==> src/rtl/fetch_stage.sv <==
// Instruction-fetch stage: owns the PC, addresses instruction memory and fills the IF/ID register.
// Optional macro FETCH_MISALIGN_CHECK_EN traps misaligned redirect targets to TRAP_VEC.
module fetch_stage #(
  parameter logic [31:0] RESET_PC = 32'h0000_0000,
  parameter logic [31:0] TRAP_VEC = 32'h0000_0010
) (
  input  logic        i_clk,
  input  logic        i_rst,
  output logic [31:0] o_imem_addr,
  input  logic [31:0] i_imem_rdata,
  input  logic        i_stall,
  input  logic        i_redirect,
  input  logic [31:0] i_redirect_pc,
  output logic        o_if_id_valid,
  output logic [31:0] o_if_id_instr,
  output logic [31:0] o_if_id_pc,
  output logic [31:0] o_if_id_pc4,
  output logic        o_misalign
);

  localparam logic [31:0] NOP_INSTR = 32'h0000_0013;

  // PC is kept as a word index so the byte address is always 4-byte aligned.
  logic [29:0] r_pc_w;
  logic        r_valid;
  logic [31:0] r_instr;
  logic [31:0] r_if_pc;
  logic [31:0] r_if_pc4;
  logic        r_misalign;

  logic [29:0] w_pc_next_w;
  logic [29:0] w_target_w;
  logic        w_mis_req;

  assign w_pc_next_w = r_pc_w + 30'd1;

`ifdef FETCH_MISALIGN_CHECK_EN
  assign w_mis_req  = |i_redirect_pc[1:0];
  assign w_target_w = w_mis_req ? TRAP_VEC[31:2] : i_redirect_pc[31:2];
`else
  logic w_unused_cfg;
  assign w_unused_cfg = ^{i_redirect_pc[1:0], TRAP_VEC};
  assign w_mis_req    = 1'b0;
  assign w_target_w   = i_redirect_pc[31:2];
`endif

  always_ff @(posedge i_clk) begin
    if (i_rst) begin
      r_pc_w     <= RESET_PC[31:2];
      r_valid    <= 1'b0;
      r_instr    <= NOP_INSTR;
      r_if_pc    <= 32'h0000_0000;
      r_if_pc4   <= 32'h0000_0000;
      r_misalign <= 1'b0;
    end else if (i_redirect) begin
      // Redirect beats stall; the wrong-path fetch becomes a bubble.
      r_pc_w     <= w_target_w;
      r_valid    <= 1'b0;
      r_instr    <= NOP_INSTR;
      r_if_pc    <= 32'h0000_0000;
      r_if_pc4   <= 32'h0000_0000;
      r_misalign <= w_mis_req;
    end else if (i_stall) begin
      r_misalign <= 1'b0;
    end else begin
      r_pc_w     <= w_pc_next_w;
      r_valid    <= 1'b1;
      r_instr    <= i_imem_rdata;
      r_if_pc    <= {r_pc_w, 2'b00};
      r_if_pc4   <= {w_pc_next_w, 2'b00};
      r_misalign <= 1'b0;
    end
  end

  assign o_imem_addr   = {r_pc_w, 2'b00};
  assign o_if_id_valid = r_valid;
  assign o_if_id_instr = r_instr;
  assign o_if_id_pc    = r_if_pc;
  assign o_if_id_pc4   = r_if_pc4;
`ifdef FETCH_MISALIGN_CHECK_EN
  assign o_misalign    = r_misalign;
`else
  assign o_misalign    = 1'b0;
  logic w_unused_mis;
  assign w_unused_mis  = r_misalign;
`endif

endmodule
==> config.mk <==
export PLATFORM = sky130hd
export DESIGN_NAME = fetch_stage
export DESIGN_NICKNAME = d
export VERILOG_FILES = /design/src/rtl/fetch_stage.sv
export SDC_FILE = /design/constraint.sdc
export NUM_CORES = 1
export LEC_CHECK = 0
export CORE_MARGIN = 1.5
export CORE_UTILIZATION = 30
export CTS_CLUSTER_SIZE = 14
export DETAILED_ROUTE_END_ITERATION = 10
export PLACE_DENSITY = 0.59
export SETUP_SLACK_MARGIN = 0.15
export SLEW_MARGIN = 20
export SYNTH_ARGS = -nofsm -noshare
export SYNTH_HDL_FRONTEND = slang
export SYNTH_SLANG_ARGS = --single-unit
==> constraint.sdc <==
create_clock -name i_clk -period 2.2 [get_ports i_clk]
set_clock_uncertainty 0.1 [all_clocks]
set_input_delay 0.33 -clock i_clk [delete_from_list [all_inputs] [get_ports i_clk]]
set_output_delay 0.33 -clock i_clk [all_outputs]
set_load 0.05 [all_outputs]
# [Yosys cells after proc, flatten, opt, wreduce, memory -nomap -nowiden]
# Index checks and enable logic that the tools add are counted.
# Widths: inputs -> output; s select.
[word_totals] elab_cells=10 in_bits=68 output_inout_bits=130 reg_bits=123
[op_classes] mux=2 n_addsub=1 reduce_logical=1 eq_ne=1
[op_table] operator="$mux 30" count=2
[op_table] operator="$add 30x1->30 const B" count=1
[op_table] operator="$ne 2x1->1 const B" count=1
[op_table] operator="$reduce_or 2->1" count=1

# [Depth between registers and ports, before layout]
# Gate-level depths: netlist of run 1.
[logic_depth] word_depth=3 mapped_depth=7 ltp_nobuf=5

# [Worst setup path after synthesis of run 1]
# Ideal clock, no wire load.
[synth_path] path_kind="register to register" startpoint="register r_pc_w[0]" endpoint="register r_pc_w[18]" t_required_ns=2.009 arrival_ns=2.404 setup_time_ns=0.091 path_slack_ns=-0.394 n_path_buf=1 stages_incl_launch_ff=7 path_cell_list="dfxtp_1 -> ha_1 -> nand3_2 -> or3_1 -> clkbuf_1 -> or4_1 -> a311oi_1"
[synth_between] elab_chain_len=3
[synth_lines] element="start, declared" line="24" source="logic [29:0] r_pc_w;"
[synth_lines] element="start signal, assigned" line="49" source="r_pc_w <= RESET_PC[31:2];"
[synth_lines] element="start signal, assigned" line="57" source="r_pc_w <= w_target_w;"
[synth_lines] element="start signal, assigned" line="66" source="r_pc_w <= w_pc_next_w;"
[synth_lines] element="$add 30x1->30" line="35" source="assign w_pc_next_w = r_pc_w + 30'd1;"
[synth_lines] element="$mux 30" line="63" source="end else if (i_stall) begin"
[synth_lines] element="$mux 30" line="55" source="end else if (i_redirect) begin"
# Every way passes these cells. The select of a mux whose other input is x is not followed.
# A chain may end at the register's enable or synchronous reset.

# [Worst setup path after layout of run 1]
[layout_path] startpoint="register r_if_pc4[18], in the netlist o_if_id_pc4[18]" endpoint="output o_if_id_pc4[18]"
[layout_lines] element="start, declared" line="28" source="logic [31:0] r_if_pc4;"
[layout_lines] element="start signal, assigned" line="70" source="r_if_pc4 <= {w_pc_next_w, 2'b00};"
[layout_lines] element="end, declared" line="17" source="output logic [31:0] o_if_id_pc4,"
# No word-level cell between the ends.

==> flow_metrics.env, run 1 <==
export IMPL_dieArea_um2=20000
export IMPL_die_x_um=142
export IMPL_pwr_share_seq=0.387
export IMPL_dp_hpwl_um=13700
export IMPL_synth_edf_count=0
export IMPL_arrival_ns=1.59
export IMPL_synth_ff_type="dfxtp_1"
export IMPL_drc_errors=0
export IMPL_ant_nets=0
export IMPL_cts_clk_slew_worst_paths_ns=0.06
export IMPL_max_clock_path_buffers=2
export IMPL_r2r_cells=5
export IMPL_postSynthAreaPerCell_um2=8.71
export IMPL_cpMaxStageDelayCell="clkdlybuf4s50_1"
export IMPL_maxCapViolCount=0
export IMPL_grt_first_pass_wirelength_um=30100
export IMPL_grt_antenna_before_repair=0
export IMPL_status="completed"
export IMPL_p_comb_frac=0.171
export IMPL_grt_max_degree=51
export IMPL_final_nets=930
export IMPL_p_sw_mw=1.90
export IMPL_drive_above_1_share=0.165
export IMPL_first_iter_violations=461
export IMPL_hold_viol_final=0
export IMPL_ctsHtreeMaxLevel=4
export IMPL_place_congestion=0.853
export IMPL_p_per_area_nw_per_um2=709
export IMPL_place_inst=1069
export IMPL_rsz0062_at_grt="true"
export IMPL_cts_buffers=17
export IMPL_slew_headroom=0.609
export IMPL_core_area_um2=18800
export IMPL_cts_tree="yes"
export IMPL_fin_cells=1108
export IMPL_cp_top_family="buffers and inverters"
export IMPL_grt_pass1_vias=5317
export IMPL_max_freq_mhz=494
export IMPL_vias=5663
export IMPL_timing_final_crit_share=0.920
export IMPL_ios=198
export IMPL_drt_wirelength_per_cell_um=17.5
export IMPL_cp_max_fo=2
export IMPL_start_util=0.307
export IMPL_area_delta_synth_final_pct=53.5
export IMPL_finalSetupViolations=0
export IMPL_path_class="reg -> out"
export IMPL_groute_usage_overall=0.195
export IMPL_cts_sinks=123
export IMPL_fin_ws_ns=0.176
export IMPL_finalHoldWorstSlack_ns=0.130
export IMPL_critPathBufInv=1
export IMPL_root_buffer="clkbuf_16"
export IMPL_insertedDiodeCount=0
export IMPL_start_kind="register"
export IMPL_hold_depth=3
export IMPL_cp_required_ns=1.77
export IMPL_ys_seq_area_frac=0.428
export IMPL_min_path_type="in -> reg"
export IMPL_irDropWorstVdd_mv=0.538
export IMPL_layout_min_cycle_time_ns=2.02
export IMPL_yosysWarnings=0
export IMPL_grt_ovfl_total=0
export IMPL_synthArstFlopShare=0
export IMPL_p_int_mw=4.36
export IMPL_synth_top_area_share=0.428
export IMPL_p_leak_nw=3.95
export IMPL_endpoint_kind="output port"
export IMPL_crit_chain="clkdlybuf4s50_1"
export IMPL_clkPwrFrac=0.442
export IMPL_cp_slowest_stage_delay_ns=0.86
export IMPL_synth_most_common_cell="dfxtp_1"
export IMPL_die_h_um=142
export IMPL_sw_frac_of_total=0.303
export IMPL_avgViaCountPerCell=5.11
export IMPL_yosys_register_bits=123
export IMPL_portBuffers=188
export IMPL_place_ws_ns=0.0771
export IMPL_netlist_top_cells_count="123 x dfxtp_1, 84 x nor2_1, 53 x mux2i_1"
export IMPL_clock_latency_ns=0.42
export IMPL_synth_top_cell_by_area="dfxtp_1"
export IMPL_worst_slew_pin_slew_ns=0.585
export IMPL_wl_um=19400
export IMPL_yosysUniqueCellTypes=58
export IMPL_row_count=50
export IMPL_crit_cells=1
export IMPL_slew_viol_final=0
export IMPL_first_pass_iters=5
export IMPL_setup_tns_ns=0
export IMPL_syn_area_um2=5760
export IMPL_synth_cells=661
export IMPL_synth_area_leaders="dfxtp_1 43%, mux2i_1 9.2%, nor2_1 5.5%"
[power groups by stage]
stage,sequential (mW),clock (mW),combinational (mW)
after floorplan,2.73,0,0.419
after global placement,2.47,0,1.08
after detailed placement,2.48,0,1.08
after CTS,2.43,2.83,1.06
after global routing,2.44,2.93,1.14
final,2.42,2.77,1.07
[through the flow]
step / power (mW) / instance area, um2 / util
final: 6.26 / 8840 / 0.471
after global routing: 6.51 / 8840 / 0.471
after CTS: 6.31 / 8630 / 0.460
after detailed placement: 3.55 / 8070 / 0.430
after global placement: 3.55 / 8070 / 0.430
after floorplan: 3.15 / 5940 / -
[layout by cell type, fill, tap and decap left out, types with 3 or more instances in the layout]
| cell | n |
|---|---|
| nor2b_1 | 4 |
| dfxtp_1 | 100 |
| nand3_1 | 11 |
| mux2i_1 | 53 |
| nor3_1 | 22 |
| clkbuf_16 | 18 |
| and4_1 | 9 |
| o211ai_1 | 5 |
| a31oi_1 | 4 |
| o21ai_0 | 38 |
| a2111oi_0 | 3 |
| clkinv_4 | 5 |
| o31a_1 | 3 |
| inv_6 | 5 |
| nand4_1 | 11 |
| dfxtp_4 | 17 |
| dlygate4sd2_1 | 29 |
| o31ai_1 | 7 |
| clkdlybuf4s50_1 | 114 |
| or3_1 | 11 |
| nor3b_1 | 3 |
| nor2_1 | 84 |
| conb_1 | 7 |
| inv_1 | 12 |
| a21oi_1 | 29 |
| nor4_2 | 4 |
| dlymetal6s2s_1 | 39 |
| nand2_1 | 44 |
| a311oi_1 | 13 |
| buf_12 | 3 |
| and3_1 | 4 |
| or4_1 | 8 |
| xnor2_1 | 13 |
| a211oi_1 | 12 |
| buf_4 | 57 |
| nor4_1 | 9 |
| dfxtp_2 | 6 |
| nand2b_1 | 6 |
[path summary, 6_finish.rpt]
check | from | endpoint | slack (ns)
min reg2reg | o_if_id_valid | o_if_id_valid | 0.36
max | o_if_id_pc4[18] | o_if_id_pc4[18] | 0.18
min | i_stall | o_if_id_pc[16] | 0.13
max reg2reg | r_pc_w[1] | r_pc_w[24] | 0.21
[worst register-to-register path, cell delays in order (launching register included)]
cell	delay, ns
dfxtp_4	0.37
ha_4	0.16
nand3_4	0.08
or3_4	0.42
or4_1	0.54
a311oi_2	0.23
[state kept, by name (all words and copies together) (netlist names)]
name           count
o_if_id_pc4       30
o_if_id_instr     32
r_pc_w            30
o_if_id_valid      1
o_if_id_pc        30
[kinds of logic after synthesis]
kind of cell | synth area share
XOR/XNOR | 0.0228
multiplexers | 0.0921
AND/OR/NAND/NOR | 0.222
AO/OA/AOI/OAI | 0.154
other | 0.000651
buffers and inverters | 0.0786
adder cells (fa/ha/maj) | 0.00217
flip-flops | 0.428
[area by class of cell]
type | instances | area (um2)
Inverter | 14 | 52.6
Timing Repair Buffer | 244 | 2390
Sequential cell | 123 | 2530
Clock inverter | 14 | 134
Tap cell | 234 | 293
Fill cell | 1818 | 9930
Clock buffer | 18 | 450
Multi-Input combinational cell | 461 | 2990
[timing repair]
action,4_1_cts,5_1_grt
cloned,0,1
hold buffers,0,0
pin swaps,0,3
gates resized for setup,32,51
endpoints found under the setup margin,34,49
setup buffers,0,6
[layer usage]
layer / GRT usage / vias to the layer above / part of all wire
li1: - / 2777 / -
met1: 0.257 / 2643 / 0.45
met2: 0.294 / 225 / 0.44
met3: 0.0719 / 18 / 0.094
met4: 0.0613 / 0 / 0.015
met5: 0 / - / 0
(Power assumes the default switching activity.)
==> inputs of run 2 (changes only) <==
Settings changed: SLEW_MARGIN 20 to default.
==> results of run 2 <==
No change in the layout: final DEF, timing and power equal those of run 1.
